==> config.mk <==
export PLATFORM = sky130hd
export DESIGN_NAME = reg_file_mp
export DESIGN_NICKNAME = d
export VERILOG_FILES = /design/src/rtl/rf_pkg.sv /design/src/rtl/rf_scoreboard.sv /design/src/rtl/reg_file_mp.sv
export SDC_FILE = /design/constraint.sdc
export NUM_CORES = 2
export LEC_CHECK = 0
export CAP_MARGIN = 20
export CORE_MARGIN = 5
export CORE_UTILIZATION = 50
export CTS_CLUSTER_SIZE = 10
export DETAILED_ROUTE_END_ITERATION = 10
export PLACE_DENSITY_LB_ADDON = 0.1
export REMOVE_ABC_BUFFERS = 1
export SLEW_MARGIN = 15
export SYNTH_ARGS = -nofsm -noshare
export SYNTH_HDL_FRONTEND = slang
export SYNTH_SLANG_ARGS = --single-unit
==> constraint.sdc <==
create_clock -name clk -period 3.3 [get_ports clk]
set_input_delay 0.66 -clock clk [delete_from_list [all_inputs] [get_ports clk]]
set_output_delay 0.66 -clock clk [all_outputs]
set_load 0.1 [all_outputs]
==> src/rtl/rf_pkg.sv <==
// Shared constants and write-decode helper for the multi-port register file.
// Default-width constants used by reg_file_mp and rf_scoreboard.
package rf_pkg;

  localparam int DEF_DATA_W = 32;
  localparam int DEF_ADDR_W = 5;
  localparam int DEF_NUM_RD = 2;

  // Bit n of the one-hot clear mask produced by one write port; address 0 never decodes.
  function automatic logic rf_clr_mask_bit(input logic we, input int unsigned wa,
                                           input int unsigned n);
    return we && (wa == n) && (wa != 32'd0);
  endfunction

endpackage

==> src/rtl/rf_scoreboard.sv <==
// Pending-producer scoreboard: issue sets a register's busy bit, a write clears it,
// and a same-cycle issue wins over the clear.
module rf_scoreboard
  import rf_pkg::*;
#(
  parameter int ADDR_W = DEF_ADDR_W
) (
  input  logic                 clk,
  input  logic                 reset,
  input  logic                 we0,
  input  logic [ADDR_W-1:0]    wa0,
  input  logic                 we1,
  input  logic [ADDR_W-1:0]    wa1,
  input  logic                 iss_en,
  input  logic [ADDR_W-1:0]    iss_addr,
  output logic [2**ADDR_W-1:0] busy_vec
);

  localparam int DEPTH = 2**ADDR_W;

  logic [DEPTH-1:0] busy_q;
  logic [DEPTH-1:0] busy_d;
  logic [DEPTH-1:0] clr_s;
  logic [DEPTH-1:0] set_s;

  // Decode set/clear masks and apply set-over-clear priority.
  always_comb begin
    clr_s = '0;
    set_s = '0;
    for (int unsigned n = 1; n < DEPTH; n++) begin
      clr_s[n] = rf_clr_mask_bit(we0, 32'(wa0), n) | rf_clr_mask_bit(we1, 32'(wa1), n);
      set_s[n] = iss_en && (32'(iss_addr) == n);
    end
    if (reset) begin
      busy_d = '0;
    end else begin
      busy_d = (busy_q & ~clr_s) | set_s;
    end
    busy_d[0] = 1'b0;
  end

  // Busy state register.
  always_ff @(posedge clk) begin
    busy_q <= busy_d;
  end

  assign busy_vec = busy_q;

endmodule

==> src/rtl/reg_file_mp.sv <==
// Two-write, NUM_RD-read register file with r0 hardwired to zero and a busy scoreboard.
// Define RF_BYPASS_EN to forward same-cycle write data (and drop rbusy) to matching reads.
module reg_file_mp
  import rf_pkg::*;
#(
  parameter int DATA_W = DEF_DATA_W,
  parameter int ADDR_W = DEF_ADDR_W,
  parameter int NUM_RD = DEF_NUM_RD
) (
  input  logic                     clk,
  input  logic                     reset,
  input  logic                     we0,
  input  logic [ADDR_W-1:0]        wa0,
  input  logic [DATA_W-1:0]        wd0,
  input  logic                     we1,
  input  logic [ADDR_W-1:0]        wa1,
  input  logic [DATA_W-1:0]        wd1,
  input  logic [NUM_RD*ADDR_W-1:0] ra,
  output logic [NUM_RD*DATA_W-1:0] rd,
  output logic [NUM_RD-1:0]        rbusy,
  input  logic                     iss_en,
  input  logic [ADDR_W-1:0]        iss_addr,
  output logic [2**ADDR_W-1:0]     busy_vec
);

  localparam int DEPTH = 2**ADDR_W;

  logic [DATA_W-1:0] mem_q [DEPTH];
  logic [DATA_W-1:0] mem_d [DEPTH];
  logic [ADDR_W-1:0] ra_s  [NUM_RD];

  // Next array state: reset clears, port 1 wins on a shared address, r0 stays zero.
  always_comb begin
    for (int n = 0; n < DEPTH; n++) begin
      if (reset) begin
        mem_d[n] = '0;
      end else if (we1 && (wa1 == ADDR_W'(n))) begin
        mem_d[n] = wd1;
      end else if (we0 && (wa0 == ADDR_W'(n))) begin
        mem_d[n] = wd0;
      end else begin
        mem_d[n] = mem_q[n];
      end
    end
    mem_d[0] = '0;
  end

  // Register array.
  always_ff @(posedge clk) begin
    mem_q <= mem_d;
  end

  // Unpack the read address bus.
  always_comb begin
    for (int k = 0; k < NUM_RD; k++) begin
      ra_s[k] = ra[k*ADDR_W +: ADDR_W];
    end
  end

  // Combinational read muxes with optional same-cycle write forwarding.
  always_comb begin
    rd    = '0;
    rbusy = '0;
    for (int k = 0; k < NUM_RD; k++) begin
`ifdef RF_BYPASS_EN
      if ((ra_s[k] != '0) && we1 && (wa1 == ra_s[k])) begin
        rd[k*DATA_W +: DATA_W] = wd1;
        rbusy[k]               = 1'b0;
      end else if ((ra_s[k] != '0) && we0 && (wa0 == ra_s[k])) begin
        rd[k*DATA_W +: DATA_W] = wd0;
        rbusy[k]               = 1'b0;
      end else begin
        rd[k*DATA_W +: DATA_W] = mem_q[ra_s[k]];
        rbusy[k]               = busy_vec[ra_s[k]];
      end
`else
      rd[k*DATA_W +: DATA_W] = mem_q[ra_s[k]];
      rbusy[k]               = busy_vec[ra_s[k]];
`endif
    end
  end

  rf_scoreboard #(
    .ADDR_W(ADDR_W)
  ) u_scoreboard (
    .clk     (clk),
    .reset   (reset),
    .we0     (we0),
    .wa0     (wa0),
    .we1     (we1),
    .wa1     (wa1),
    .iss_en  (iss_en),
    .iss_addr(iss_addr),
    .busy_vec(busy_vec)
  );

endmodule

### After elaboration in Yosys (flattened, before gate mapping)

Index checks and enable logic that the tools add are counted.

* register bits after elaboration: 1023
* input port bits: 94
* output and inout port bits: 98
* logic and storage cells: 425

* magnitude comparators: 4
* equal/unequal tests: 93
* muxes and demuxes: 72
* bitwise gates (word level): 36
* reduce and logical (&&, ||, !) cells: 188

Operator list (count)
* $mux 32: 66
* $bmux 32 s5: 2
* $eq 5x5->1 const B: 48
* $logic_and 1x1->1: 155
* $eq 5x4->1 const B: 24
* $reduce_bool 2->1: 31
* $eq 5x3->1 const B: 12
* $and 32x32->32: 1
* $not 32->32: 1
* $or 32x32->32: 1
* $or 1x1->1: 31
* $eq 5x2->1 const B: 6
* $eq 5x1->1 const B: 3
* $ge 6x6->1 const B: 2
* $lt 5x6->1 const B: 2
* $not 5->6: 2
* $bmux 1 s5: 2
* $reduce_bool 5->1: 2
* $mux 1: 2

### Longest topological paths before layout

* depth after elaboration: 7
* mapped depth: 8
* gate-level depth less buffers: 4

### By module

From an unflattened synthesis, not the netlist that was laid out.

* cells, all modules: 7468
* area, all modules: 63235.6 sq um

Modules (own cells, without submodules)
* reg_file_mp: instances 1, cells each 7289, area each 61650.4 sq um, sequential area each 19859.0 sq um
* rf_scoreboard: instances 1, cells each 179, area each 1585.3 sq um, sequential area each 620.6 sq um

### Least setup slack after synthesis

OpenSTA, ideal clock, no wires.

* path type: input -> output
* start point: input ra[5]
* end point: output rbusy[1]
* arrival: 3972 ps
* data required time: 2640 ps
* setup slack: -1332 ps
* cell stages on the path: 8
* buffers on the path: 4
* cells stage by stage: buf_4 -> buf_4 -> buf_4 -> buf_6 -> mux2i_1 -> o22ai_1 -> a211oi_1 -> o31ai_1

* longest elaborated chain between the ends: 2

RTL lines
* from (decl): RTL line reg_file_mp.sv:18 `input logic [NUM_RD*ADDR_W-1:0] ra,`
* $bmux 1 s5: RTL line reg_file_mp.sv:78 `rbusy[k] = busy_vec[ra_s[k]];`
* $mux 1 (implied by the code): RTL line reg_file_mp.sv:78
* to (decl): RTL line reg_file_mp.sv:20 `output logic [NUM_RD-1:0] rbusy,`

Every way passes these cells. The select of a mux whose other input is x is not followed.

### Worst setup path after layout

* start point: input ra[5]
* end point: output rd[54]

* longest elaborated chain between the ends: 4

RTL lines
* $not 5->6 (implied by the code): RTL line reg_file_mp.sv:77 `rd[k*DATA_W +: DATA_W] = mem_q[ra_s[k]];`
* $bmux 32 s5: RTL line reg_file_mp.sv:77
* $mux 32 (implied by the code) (2 in a row): RTL line reg_file_mp.sv:77
* to (decl): RTL line reg_file_mp.sv:19 `output logic [NUM_RD*DATA_W-1:0] rd,`

Every way passes these cells. The select of a mux whose other input is x is not followed.

==> flow_metrics.env <==
export IMPL_coreArea_um2=123000
export IMPL_portBuffers=190
export IMPL_power_leakage_nw=25.2
export IMPL_failed_checks="negative setup slack"
export IMPL_cp_common_cell="buf_16"
export IMPL_antenna_found_initial=3
export IMPL_clk_latency_ns=0.75
export IMPL_die_h_um=361
export IMPL_postPlaceCellArea_um2=69400
export IMPL_ioPinCount=192
export IMPL_wl_um=296000
export IMPL_crit_path_end_kind="primary output"
export IMPL_clk_pin_slew_ns=0.05
export IMPL_hp_class="input pin to register"
export IMPL_max_stage_delay_ns=0.50
export IMPL_fin_crit_ns=3.40
export IMPL_clockBufferDepth=3
export IMPL_start_util=0.501
export IMPL_timing_fmax_mhz=294
export IMPL_skew_ns=0
export IMPL_avgSynthCellArea_um2=8.36
export IMPL_switching_share=0.293
export IMPL_grt_pass1_vias=62900
export IMPL_crit_buf_inv=5
export IMPL_place_ws_ns=-0.654
export IMPL_sequentialPowerShare=0.426
export IMPL_period_share=1.03
export IMPL_outcome="complete, but fails checks"
export IMPL_nNetsFinal=7428
export IMPL_internal_power_mw=21.2
export IMPL_final_area_um2=74500
export IMPL_critPathRequiredTime_ns=2.64
export IMPL_synth_seq_cells=1023
export IMPL_gp_congestion=0.964
export IMPL_worstPathCellList="buf_16, buf_16, clkbuf_16, mux4_2, a22o_1, o21ai_4, o31ai_4, buf_6, buf_12"
export IMPL_ant_nets=0
export IMPL_cpLargestDelayFamily="buffers and inverters"
export IMPL_drt_pass1_iterations=6
export IMPL_p_per_area_nw_per_um2=403
export IMPL_grt_pass1_wl_um=426000
export IMPL_synth_area_leaders="dfxtp_1 33%, mux4_2 14%, a311oi_1 14%"
export IMPL_die_w_um=361
export IMPL_track_usage=0.433
export IMPL_worstPathArrival_ns=2.74
export IMPL_ys_seq_area_frac=0.332
export IMPL_synth_top_area_cell="dfxtp_1"
export IMPL_utilization=0.605
export IMPL_synth_warnings=0
export IMPL_vdd_drop_max_v=0.000402
export IMPL_power_switching_mw=8.78
export IMPL_grt_max_degree=100
export IMPL_numCtsBuffers=119
export IMPL_report_final_slew_viol_count=0
export IMPL_rsz0062_at_grt="true"
export IMPL_critPathLaunchType="input pin"
export IMPL_yosysUniqueCellTypes=34
export IMPL_setup_violations=23
export IMPL_hold_viol_final=0
export IMPL_clkPwrFrac=0.416
export IMPL_drive_gt1_frac=0.211
export IMPL_overflow=0
export IMPL_synth_cells=7385
export IMPL_htree_levels=3
export IMPL_fillers=10400
export IMPL_drc_errors=0
export IMPL_num_rows=129
export IMPL_cts_root_buf="clkbuf_16"
export IMPL_die_area_um2=131000
export IMPL_setup_ws_ns=-0.101
export IMPL_path_class="input pin to primary output"
export IMPL_power_frac_comb=0.158
export IMPL_maxSlewHeadroom=0.292
export IMPL_holdBufCountCts=0
export IMPL_cts_tree="done"
export IMPL_vias_per_cell=7.34
export IMPL_slowest_stage="mux4_2"
export IMPL_vias=66200
export IMPL_syn_cell_area_um2=61700
export IMPL_yosys_area_top_type_share=0.332
export IMPL_syn_to_final_growth_pct=20.6
export IMPL_worstPathMaxFanout=6
export IMPL_hpwlAfterDp_um=185000
export IMPL_avgRoutedWirePerCell_um=32.8
export IMPL_worstMarginPinSlew_ns=1.06
export IMPL_maxCapViolations=0
export IMPL_first_iter_violations=9733
export IMPL_cts_sinks=1023
metal layers:
metal | global-route usage | wire [um] | part of all wire | up-vias
li1 | - | - | - | 27200
met1 | 0.547 | 104000 | 0.35 | 32100
met2 | 0.631 | 124000 | 0.42 | 5453
met3 | 0.142 | 44600 | 0.15 | 1440
met4 | 0.291 | 24200 | 0.082 | 4
met5 | 0 | 20 | 0.000067 | -
synth_stat cells:
library cell,instances
and2_1,74
mux4_2,396
and4b_1,6
o21ai_1,66
a32oi_1,31
mux2_2,66
and4_1,2
nor2b_1,12
a311oi_1,992
nand4b_1,3
nor4b_1,1
buf_6,4
buf_1,98
conb_1,1
o22ai_1,66
nor2_2,1
nor3_1,2
nand4_1,1
inv_1,2
nand2b_1,7
nor2_1,1045
a22o_1,198
o31ai_1,66
buf_2,152
a211oi_1,66
buf_4,40
nand3_1,480
dfxtp_1,1023
mux2i_1,198
nor3_2,1
nand2_1,1571
and4bb_2,6
clkbuf_1,707
nor4b_4,1
cells in the final DEF (no fill, tap or decap), drive strengths merged, types with 7 or more instances in the layout:
master	n
o22ai	66
nor2b	12
clkdlybuf4s50	82
buf	734
o31ai	66
and2	74
o21ai	66
a311oi	992
dfxtp	1023
clkbuf	179
nor2	1046
a22o	198
a32oi	31
mux4	396
nand2	1571
a211oi	66
nand3	480
mux2i	198
mux2	66
nand2b	7
cell type report:
type,count,area [um^2],area share
Clock inverter,9,60.1,0.000807
Inverter,2,7.51,0.000101
Timing Repair Buffer,829,10300,0.139
Sequential cell,1023,20500,0.275
Clock buffer,166,3370,0.0452
Tap cell,1637,2050,0.0275
Multi-Input combinational cell,5359,38100,0.512
Antenna cell,4,10.0,0.000134
what timing repair did:
| action | CTS | global route |
|---|---|---|
| gates resized for setup | 115 | 82 |
| pin swaps | 19 | 37 |
| endpoints found under the hold margin | 0 | 0 |
| buffers inserted | 19 | 23 |
| endpoints found under the setup margin | 59 | 55 |
| cloned | 9 | 6 |
kinds of logic (layout without fill, tap and decap cells):
| logic type | count (synthesis) | count (layout) | synth area share |
|---|---|---|---|
| and+or+nand+nor | 3213 | 3213 | 0.211 |
| muxes | 660 | 660 | 0.189 |
| buffers and inverters | 1003 | 1006 | 0.0670 |
| DFF | 1023 | 1023 | 0.332 |
| AOI/OAI and AO/OA | 1485 | 1485 | 0.201 |
| other | 1 | 5 | 0.0000607 |
worst reg2reg max path, stage by stage, from the launching register on:
cell and delay (ns):
dfxtp_1 0.44, nand2_1 0.09, a311oi_1 0.29
through the flow:
stage | hold WS, ns | power [mW] | setup TNS (ns) | instances
2_1_floorplan | 0.459 | 14.6 | -3388.41 | 6384
3_3_place_gp | 0.475 | 17.3 | -7.68 | 8803
3_5_place_dp | 0.483 | 17.4 | -8.03 | 8803
4_1_cts | 0.449 | 29.7 | -0.386 | 9005
5_1_grt | 0.471 | 30.6 | -1.02 | 9025
6_report | 0.475 | 30.0 | -0.952 | 9029
worst paths after layout:
path / start / to / slack (ns) / depth (start not counted)
worst max-delay path: ra[5] / rd[54] / -0.10 / 9
worst min-delay path: reset / mem_q[0] / 0.48 / 2
worst max register to register: mem_q[336] / mem_q[336] / 2.39 / 2
worst min register to register: mem_q[10] / mem_q[10] / 0.49 / 2
state kept, by name, indices dropped and copies added, names as in the netlist:
name                   count
mem_q                    992
u_scoreboard.busy_vec     31
power groups by stage:
stage / clock network, mW / registers [mW] / logic [mW]
global placement: 0 / 13.0 / 4.30
finish: 12.5 / 12.8 / 4.74
CTS: 12.4 / 12.8 / 4.50
detailed placement: 0 / 13.0 / 4.34
global route: 12.9 / 12.8 / 4.81
floorplan: 0 / 13.0 / 1.55
No activity file was read; power rests on OpenSTA's default activity.
